## src/rtl/sipo_pkg.sv

```systemverilog
// Shared types and helpers for the serial-in parallel-out framer.
package sipo_pkg;

   typedef enum logic {
      HUNT  = 1'b0,
      SHIFT = 1'b1
   } state_t;

   function automatic int clog2(input int v);
      int r;
      r = 0;
      for (int i = 0; i < 31; i++) begin
         if ((1 << i) < v) r = i + 1;
      end
      return r;
   endfunction

endpackage

```

## src/rtl/sipo_shift_core.sv

```systemverilog
// Word-wide shift register with selectable direction and word-start clear.
module sipo_shift_core #(
   parameter int WIDTH = 8
) (
   input  logic             clk,
   input  logic             rst,
   input  logic             en,
   input  logic             first,
   input  logic             lsb_first,
   input  logic             din,
   output logic [WIDTH-1:0] nxt
);

   logic [WIDTH-1:0] q;
   logic [WIDTH-1:0] base;

   // nxt is the register value after this edge's bit, so the
   // framer can capture a completed word on the same edge.
   always_comb begin
      base = first ? '0 : q;
      if (lsb_first) nxt = {din, base[WIDTH-1:1]};
      else           nxt = {base[WIDTH-2:0], din};
   end

   always_ff @(posedge clk or posedge rst) begin
      if (rst)     q <= '0;
      else if (en) q <= nxt;
   end

endmodule

```

## src/rtl/sipo_framer.sv

```systemverilog
// Deserialiser: frames serial bits into words and presents them on a
// valid/ready port, flagging words dropped while the output is held.
module sipo_framer
   import sipo_pkg::*;
#(
   parameter int WIDTH         = 8,
   parameter bit SYNC_ON_START = 1'b1
) (
   input  logic                     clk,
   input  logic                     rst,
   input  logic                     serial_in,
   input  logic                     bit_valid,
   input  logic                     frame_start,
   input  logic                     lsb_first,
   input  logic                     out_ready,
   output logic [WIDTH-1:0]         parallel_out,
   output logic                     out_valid,
   output logic                     overrun,
   output logic [clog2(WIDTH)-1:0]  bit_count
);

   localparam int CW = clog2(WIDTH);
   localparam logic [CW-1:0] LAST = CW'(WIDTH - 1);
   localparam state_t RST_STATE = SYNC_ON_START ? HUNT : SHIFT;

   state_t           state;
   logic             order;
   logic             accept;
   logic             first;
   logic             complete;
   logic             load;
   logic             dir;
   logic [WIDTH-1:0] word;

   // frame_start on the would-be last bit restarts the word, so a
   // first bit can never also complete one.
   always_comb begin
      accept   = bit_valid && (state == SHIFT || frame_start);
      first    = frame_start || (bit_count == '0);
      complete = accept && !first && (bit_count == LAST);
      load     = complete && (!out_valid || out_ready);
      dir      = first ? lsb_first : order;
   end

   sipo_shift_core #(
      .WIDTH(WIDTH)
   ) u_core (
      .clk      (clk),
      .rst      (rst),
      .en       (accept),
      .first    (first),
      .lsb_first(dir),
      .din      (serial_in),
      .nxt      (word)
   );

   always_ff @(posedge clk or posedge rst) begin
      if (rst) begin
         state        <= RST_STATE;
         order        <= 1'b0;
         bit_count    <= '0;
         parallel_out <= '0;
         out_valid    <= 1'b0;
         overrun      <= 1'b0;
      end else begin
         overrun <= complete && !load;
         if (load) begin
            parallel_out <= word;
            out_valid    <= 1'b1;
         end else if (out_ready) begin
            out_valid <= 1'b0;
         end
         if (accept) begin
            state <= SHIFT;
            if (first) begin
               order     <= lsb_first;
               bit_count <= CW'(1);
            end else if (complete) begin
               bit_count <= '0;
            end else begin
               bit_count <= bit_count + CW'(1);
            end
         end
      end
   end

endmodule

```

## config.mk

```make
export PLATFORM = sky130hd
export DESIGN_NAME = sipo_framer
export DESIGN_NICKNAME = d
export VERILOG_FILES = /design/src/rtl/sipo_pkg.sv /design/src/rtl/sipo_shift_core.sv /design/src/rtl/sipo_framer.sv
export SDC_FILE = /design/constraint.sdc
export NUM_CORES = 1
export LEC_CHECK = 0
export CAP_MARGIN = 20
export CORE_MARGIN = 10
export CORE_UTILIZATION = 54
export DETAILED_ROUTE_END_ITERATION = 6
export PLACE_DENSITY = 0.89
export SLEW_MARGIN = 20
export SYNTH_ARGS = -nofsm -noshare
export SYNTH_HDL_FRONTEND = slang
export SYNTH_SLANG_ARGS = --single-unit
```

## constraint.sdc

```tcl
create_clock -name clk -period 3.14 [get_ports clk]
set_input_delay 0.471 -clock clk [delete_from_list [all_inputs] [get_ports clk]]
set_output_delay 0.471 -clock clk [all_outputs]
set_load 0.01 [all_outputs]
```

Word-level counts from Yosys, hierarchy flattened

Cells that the tools add are included.

Flip-flop bits (word level): 23
Memories: 0
Output and inout bits: 13
Memory bits (writable): 0
Latch bits: 0
Word-level logic and storage cells: 29
ROM bits: 0
Bits of input ports: 7

Shift operators: 0
Bitwise logic cells: 0
Mux-type cells: 7
Divide/modulo/power cells: 0
$add $sub $neg: 1
Equality and inequality tests: 1
$mul: 0
Reduce and logical (&&, ||, !) cells: 13
Magnitude comparators: 0

Operators with widths:

| kind                                         | count |
|---|---|
| two-way mux 8 bit                            | 2 |
| two-way mux 3 bit                            | 2 |
| logical AND 1 bit                            | 5 |
| adder 3 x 1 -> 3 bit (second input constant) | 1 |
| == test 3 bit (second input constant)        | 1 |
| zero test 1 bit                              | 3 |
| zero test 3 bit                              | 1 |
| logical OR 1 bit                             | 3 |
| two-way mux 1 bit                            | 3 |
| nonzero test 2 bit                           | 1 |

Logic depth before layout (Yosys ltp)

Gate-level depths: netlist of run 1.

Depth after elaboration: 8
Gate-level depth with buffers: 8
Mapped depth without buffers: 6

Hierarchy

From an unflattened synthesis of run 1, not the netlist that was laid out.

Cells, all modules: 96
Area, all modules: 1109.8 µm²

Modules (own cells, without submodules):

| module          | instances | area each (µm²) | cells an instance |
|---|---|---|---|
| sipo_framer     | 1         | 668.1           | 49 |
| sipo_shift_core | 1         | 441.7           | 47 |

Worst setup path after synthesis of run 1

OpenSTA, ideal clock, no wires.

Path kind: register to register
From: register bit_count[1]
To: register parallel_out[1]
Arrival time: 1.668 ns
Path buffers: 0
Cell stages (with the launch flop): 6
Data required time: 3.015 ns
Library setup time: 0.125 ns
Path slack: 1.348 ns
Cell sequence: dfrtp_1 -> ha_1 -> ha_1 -> nand3_1 -> nor4b_4 -> mux2_2

Cells in the longest elaborated chain, start to end: 6

Ends and longest elaborated chain:

| what                           | RTL line          | source |
|---|---|---|
| from (decl)                    | sipo_framer.sv:19 | `output logic [clog2(WIDTH)-1:0] bit_count` |
| from (signal assigned)         | sipo_framer.sv:81 | `bit_count <= bit_count + CW'(1);` |
| zero test 3 bit                | sipo_framer.sv:39 | `first = frame_start \|\| (bit_count == '0);` |
| logical OR 1 bit               | sipo_framer.sv:39 |  |
| zero test 1 bit                | sipo_framer.sv:40 | `complete = accept && !first && (bit_count == LAST);` |
| logical AND 1 bit (2 in a row) | sipo_framer.sv:40 |  |
| logical AND 1 bit              | sipo_framer.sv:41 | `load = complete && (!out_valid \|\| out_ready);` |
| to (signal assigned)           | sipo_framer.sv:68 | `parallel_out <= word;` |
| to (decl)                      | sipo_framer.sv:16 | `output logic [WIDTH-1:0] parallel_out,` |

Several ways; a longest one is shown, not always the timed one.
A chain may end at the register's enable or synchronous reset.

Worst setup path after layout of run 1

From: register bit_count[1]
To: register parallel_out[6]

Same word-level chain as after synthesis.

==> results of run 1 <==
-- worst max-delay path by stage --
stage | cells past startpoint | from | slack, ps | endpoint
2_1_floorplan | 5 | bit_count[1]$_DFFE_PP0P_ | 1350 | parallel_out[1]$_DFFE_PP0P_
3_3_place_gp | 3 | frame_start | 950 | parallel_out[5]$_DFFE_PP0P_
3_5_place_dp | 3 | frame_start | 920 | parallel_out[6]$_DFFE_PP0P_
4_1_cts | 5 | bit_count[1]$_DFFE_PP0P_ | 1170 | parallel_out[6]$_DFFE_PP0P_
5_1_grt | 5 | bit_count[1]$_DFFE_PP0P_ | 1010 | parallel_out[6]$_DFFE_PP0P_
6_report | 5 | bit_count[1]$_DFFE_PP0P_ | 1150 | parallel_out[6]$_DFFE_PP0P_
-- synthesized netlist by cell type, types with 2 or more instances --
| master | n |
|---|---|
| a21oi_1 | 3 |
| a31oi_1 | 2 |
| buf_4 | 2 |
| clkbuf_1 | 3 |
| dfrtp_1 | 23 |
| ha_1 | 3 |
| inv_1 | 5 |
| mux2_2 | 7 |
| mux2i_1 | 6 |
| nand2_1 | 9 |
| nand2b_1 | 2 |
| nand3_1 | 2 |
| nor2_1 | 12 |
| o21ai_0 | 2 |
| o31ai_1 | 6 |
-- kinds of logic (layout without fill, tap and decap cells) --
group,Yosys count,in the layout,share of synthesized area [%]
buffers and inverters,11,29,4.53
and+or+nand+nor,32,32,15.5
AOI/OAI and AO/OA,19,19,11.8
muxes,13,13,12.6
DFF,23,23,52.2
adders and majority gates,3,3,3.40
-- sequential cells by signal, summed over array words and instances (netlist names) --
signal and count:
u_core.q 8, state 1, overrun 1, parallel_out 8
out_valid 1, bit_count 3, order 1
-- per-layer routing --
metal  global-route usage [%]  up-vias  share of wire (%)
met5                        0        -                  0
met4                     4.28        0               0.40
met3                     4.41        2                7.3
met2                     18.9       23                 50
met1                     11.9      389                 43
li1                         -      392                  -
-- placed cells by master (no fill, tap or decap), drive strengths merged, types with 4 or more instances in the layout --
master,instances
clkdlybuf4s50,19
mux2i,6
nor2,12
dfrtp,23
o31ai,6
clkbuf,4
mux2,7
inv,5
nand2,9
-- critical path: stages, from the launching register on --
cell and delay (ps):
dfrtp_1 410, ha_1 160, ha_1 160, nand3_1 150
nor4b_4 580, mux2_2 410
-- power by group through the flow --
stage	registers, uW	logic (uW)	clock network (uW)
after floorplan	371	111	0
after global placement	371	179	0
after detailed placement	374	187	0
after CTS	368	188	139
after global routing	375	203	150
final	368	184	136
-- through the flow --
stage,hold slack [ps],setup slack (ps),utilization [%]
after global placement,479,955,66.5
after CTS,518,1170,67.8
after detailed placement,487,916,66.5
after floorplan,450,1350,-
after global routing,543,1010,67.8
final,514,1150,67.8
-- cell type report --
type / count / share of cell area, %
tap: 27 / 2.54
inverter: 5 / 1.41
timing repair buffer: 20 / 14.9
multi-input combinational: 67 / 35.9
sequential: 23 / 43.3
clock buffer: 4 / 1.98
==> run metrics, run 1 <==
P_leak=0.000598 uW; ys flop type=dfrtp_1; sequential-to-total area share from yosys stat=52.2%; Clock Latency Late Sink=310 ps; multi-input logic area=478 um^2; worst-path maximum fanout=10; global routing usage summed across all routing layers=11.0%; Worst slew margin=43.7%; starting density of the core=56.2%; Core ar.=1960 um^2; number of enable flip-flop cells after synthesis=0; top area cells in the synthesized netlist=dfrtp_1 52%, mux2_2 7.1%, mux2i_1 5.4%; layout cell share with drive strength beyond 1=11.8%; Setup-failing EPs final=0; TritonCTS Buffers=3; routed vias=806; DIE WIDTH=65.2 um; die footprint=4250 um^2; flops & latches, synth=23; Max Root-Sink Buffers=2; drt via density=5.52; CTS tree=built; fmax=0.503 GHz; Mapped Area=1100 um^2; Clock Pin Slew Worst Setup and Hold Paths=130 ps; routed len/inst=15.5 um; share of the synthesized area in the top cell type=52.2%; maximum vdd drop=0.340 mV; Worst setup EP type=flop; reg2reg end=parallel_out[6]$_DFFE_PP0P_; CTS hold repair buffers=0; final hold vios=0; r2r setup slk=1150 ps; switch share=30.7%; Finished Cell Area=1330 um^2; Psw=211 uW; launching point of the worst reg2reg path=bit_count[1]$_DFFE_PP0P_; Routed Wire Length=2270 um; Int Pwr=476 uW; Slew Viols, Final=0; initial antenna violation count=0; DRC=0; number of H-tree levels=1; total power=688 uW; global route overflow=0; ANT cells=0; status=completed; first-pass GRT wire length=3790 um; Clock Power Share=19.8%; share of power burned in registers=53.5%; Final GP Congestion=0.807; critical path type=flop to flop; DIE HEIGHT=65.2 um; Yosys warnings=0; Fillers=173; clk sinks=23; Syn Area/Cell=10.9 um^2; Reg area=576 um^2; Finished Layout Cells=146; crit path launch type=flop; IO buf count=19; number of detailed-route iterations in the first pass=4; antenna violation net count after detailed routing=0; fin nets=130; Worst Hold Path EP=state$_DFFE_PP0P_; leading area contributor after synthesis=dfrtp_1; Worst Path Required=3340 ps; setup TNS=0 ps; asr flop ratio synth=100%; Area after DPL=1300 um^2; Worst-Margin Slew=844 ps; Hold Crit Start=state$_DFFE_PP0P_; post-synthesis cell count=101; period utilization=63.3%; root buf cell=clkbuf_4; post-CTS setup buffers=0; Area Overhead vs Synth=20.5%; largest net degree at the start of global routing=24; post-DP HPWL=1680 um; WP data arrival=2190 ps; Syn Nets=111; shortest period the worst path allows=1990 ps; Comb power frac=26.7%; R2R cell count=5; Placed Cells=142; I/O pin count=20; Hold Path Class=flop to flop; Worst Hold Depth=1; Max Cap Violations=0; FP Rows=16; initial DRC count=13; Setup Skew=8.87 ps; Cell Pwr Density=517 nW/um^2; vias in the first global route=848; post-cts resize count=0; library cells used by synthesis=29; RSZ-0062 raised after global routing=no
No activity file was read; power rests on OpenSTA's default activity.
==> run 2: changes to the inputs <==
--- a/config.mk
+++ b/config.mk
@@ -7,9 +7,9 @@
 export LEC_CHECK = 0
 export CAP_MARGIN = 20
 export CORE_MARGIN = 10
-export CORE_UTILIZATION = 54
+export CORE_UTILIZATION = 45
 export DETAILED_ROUTE_END_ITERATION = 6
-export PLACE_DENSITY = 0.89
+export PLACE_DENSITY = 0.8
 export SLEW_MARGIN = 20
 export SYNTH_ARGS = -nofsm -noshare
 export SYNTH_HDL_FRONTEND = slang
==> constraint.sdc (replaced) <==
create_clock -name clk -period 1.8 [get_ports clk]
set_input_delay 0.27 -clock clk [delete_from_list [all_inputs] [get_ports clk]]
set_output_delay 0.27 -clock clk [all_outputs]
set_load 0.01 [all_outputs]
==> run 2 against run 1 <==
Global-route usage decreased by 0.98 points. Combinational power grew 96%. Largest cell class unchanged. Critical endpoint is now parallel_out[5]$_DFFE_PP0P_. Via count is 2.9% higher. Critical path type unchanged. Largest power group unchanged. Hold slack worse by 230 ps.
==> run metrics, run 2 (synthesized netlist as in run 1, its figures left out) <==
Largest regs=parallel_out (8), u_core.q (8), bit_count (3); IO buf count=19 (unchanged); Cell Pwr Density=880 nW/um^2 (+70%); P_leak=0.000645 uW (+7.9%); initial antenna violation count=0 (unchanged); metal2 WL=1180 um (+4.6%); clk sinks=23 (unchanged); layout cell share with drive strength beyond 1=20.3% (+8.5 points); Worst Path Required=2020 ps (-1320 ps); Area Overhead vs Synth=29.0%; global route overflow=0 (unchanged); largest net degree at the start of global routing=24 (unchanged); DIE HEIGHT=69.5 um (+6.6%); Final GP Congestion=0.820 (+1.6%); starting density of the core=48.5% (-7.8 points); TritonCTS Buffers=3 (unchanged); maximum vdd drop=0.598 mV (+76%); Max Cap Violations=0 (unchanged); root buf cell=clkbuf_4; DRC=0 (unchanged); Clock Latency Late Sink=310 ps (about the same); Clock Pin Slew Worst Setup and Hold Paths=130 ps (about the same); Fillers=196 (+13%); shortest period the worst path allows=1740 ps (-249 ps); I/O pin count=20 (unchanged); Worst path max stage delay=420 ps (-160 ps); die footprint=4830 um^2 (+14%); drt via density=5.31 (-3.7%); worst-path maximum fanout=7 (-3); r2r setup slk=60 ps (-1090 ps); routed vias=829 (+2.9%); critical path, cell by cell=inv_1 -> ha_1 -> nor2b_4 -> nor4b_4 -> buf_6 -> mux2_2; commonest non-fill, non-tap cell in the layout=dfrtp_1; FP Rows=17 (+1); WP data arrival=1950 ps (-240 ps); Core ar.=2280 um^2 (+16%); Slew Viols, Final=0 (unchanged); number of H-tree levels=1 (unchanged); fmax=0.575 GHz (+14%); multi-input logic area=492 um^2 (+2.9%); antenna violation net count after detailed routing=0 (unchanged); crit path launch type=flop; post-DP HPWL=1720 um (+1.8%); pre-CTS setup slack=-16.2 ps (-933 ps); period utilization=96.6% (+33 points); most frequent cells in the layout=23 x dfrtp_1, 19 x clkdlybuf4s50_1, 12 x nor2_1, 9 x nand2_1, 8 x buf_4; ANT cells=0 (unchanged); global routing usage summed across all routing layers=10.0% (-0.98 points); Worst slew margin=66.6% (+23 points); Worst setup EP type=flop; fin nets=139 (+6.9%); final hold vios=0 (unchanged); initial DRC count=46 (+33); Reg area=576 um^2 (unchanged); vias in the first global route=852 (+0.47%); Worst-Margin Slew=501 ps (-343 ps); Routed Wire Length=2400 um (+5.6%); DR WL met3=153 um (-7.3%); number of detailed-route iterations in the first pass=5 (+1); critical path type=flop to flop; Setup-failing EPs final=0 (unchanged); met1 wire length=1040 um (+6.8%); routed len/inst=15.4 um (-1.1%); DIE WIDTH=69.5 um (+6.6%); status=completed; crit path max-delay cell type=dfrtp_1; Hold Path Class=input pin to async pin; Max Root-Sink Buffers=2 (unchanged); first-pass GRT wire length=4090 um (+8.0%); Top Metal Used=met4; CTS tree=built; final core utilization=62.6% (-5.2 points); Setup Skew=4.20 ps (-4.67 ps); fin worst setup slack=60.9 ps (-1090 ps)
## run 2: cell types whose count changed in the layout (fill, tap and decap cells not counted), sizes merged
cell / change
clkbuf: -1
clkinvlp: +1
buf: +9
## run 2: layer usage
| metal | vias up | track usage, % |
|---|---|---|
| li1 | 407 | - |
| met1 | 399 | 11.3 |
| met2 | 19 | 16.0 |
| met3 | 4 | 4.56 |
| met4 | 0 | 3.99 |
| met5 | - | 0 |
## run 2: area by class of cell
cell class,count,area share [%]
sequential,23,40.4
multi-input combinational,67,34.5
timing repair buffer,29,19.2
tap,28,2.46
clock buffer,3,1.58
inverter,5,1.32
clock inverter,1,0.527
## run 2: per-stage QoR
stage | setup TNS (ps) | cells | hold WS, ps | instance area (um^2) | power (uW)
after floorplan | 0 | 101 | 272 | 1100 | 840
after global placement | -1.97 | 150 | 476 | 1360 | 979
after detailed placement | -17.8 | 150 | 482 | 1360 | 991
after CTS | 0 | 154 | 290 | 1390 | 1240
after global routing | -14.7 | 156 | 304 | 1420 | 1340
final | 0 | 156 | 283 | 1420 | 1250
## run 2: final timing paths
kind,startpoint,endpoint,cells past startpoint
worst max-delay path,bit_count[0]$_DFFE_PP0P_,parallel_out[5]$_DFFE_PP0P_,6
worst min-delay path,rst,parallel_out[6]$_DFFE_PP0P_,3
max in group asynchronous,rst,u_core.q[0]$_DFFE_PP0P_,3
worst max register to register,bit_count[0]$_DFFE_PP0P_,parallel_out[5]$_DFFE_PP0P_,6
worst min register to register,u_core.q[7]$_DFFE_PP0P_,u_core.q[7]$_DFFE_PP0P_,2
min in group clk,u_core.q[7]$_DFFE_PP0P_,u_core.q[7]$_DFFE_PP0P_,2
## run 2: critical path: cells and delay by family (launching register included)
family                   cells  cell delay (ps)
adder cells (fa/ha/maj)      1              210
multiplexers                 1              340
AND/OR/NAND/NOR              2              410
flip-flops                   1              420
buffers and inverters        2              260
## run 2: repair_timing
item / CTS / global route
gates resized for setup: 0 / 5
setup buffers: 0 / 2
endpoints found under the setup margin: 0 / 12
hold buffers: 0 / 0
## run 2: power by group
| group | internal, uW | leakage (uW) | switching (uW) |
|---|---|---|---|
| sequential | 577 | 0.000304 | 66.2 |
| combinational | 200 | 0.000327 | 162 |
| clock | 84.7 | 0.0000139 | 163 |
==> run 3: changes to the inputs <==
--- a/config.mk
+++ b/config.mk
@@ -5,12 +5,11 @@
 export SDC_FILE = /design/constraint.sdc
 export NUM_CORES = 1
 export LEC_CHECK = 0
-export CAP_MARGIN = 20
 export CORE_MARGIN = 10
 export CORE_UTILIZATION = 45
 export DETAILED_ROUTE_END_ITERATION = 6
 export PLACE_DENSITY = 0.8
-export SLEW_MARGIN = 20
+export SLEW_MARGIN = 10
 export SYNTH_ARGS = -nofsm -noshare
 export SYNTH_HDL_FRONTEND = slang
 export SYNTH_SLANG_ARGS = --single-unit
==> results of run 3 <==
Same layout as run 2: the final DEF is identical, and so are final timing and power.
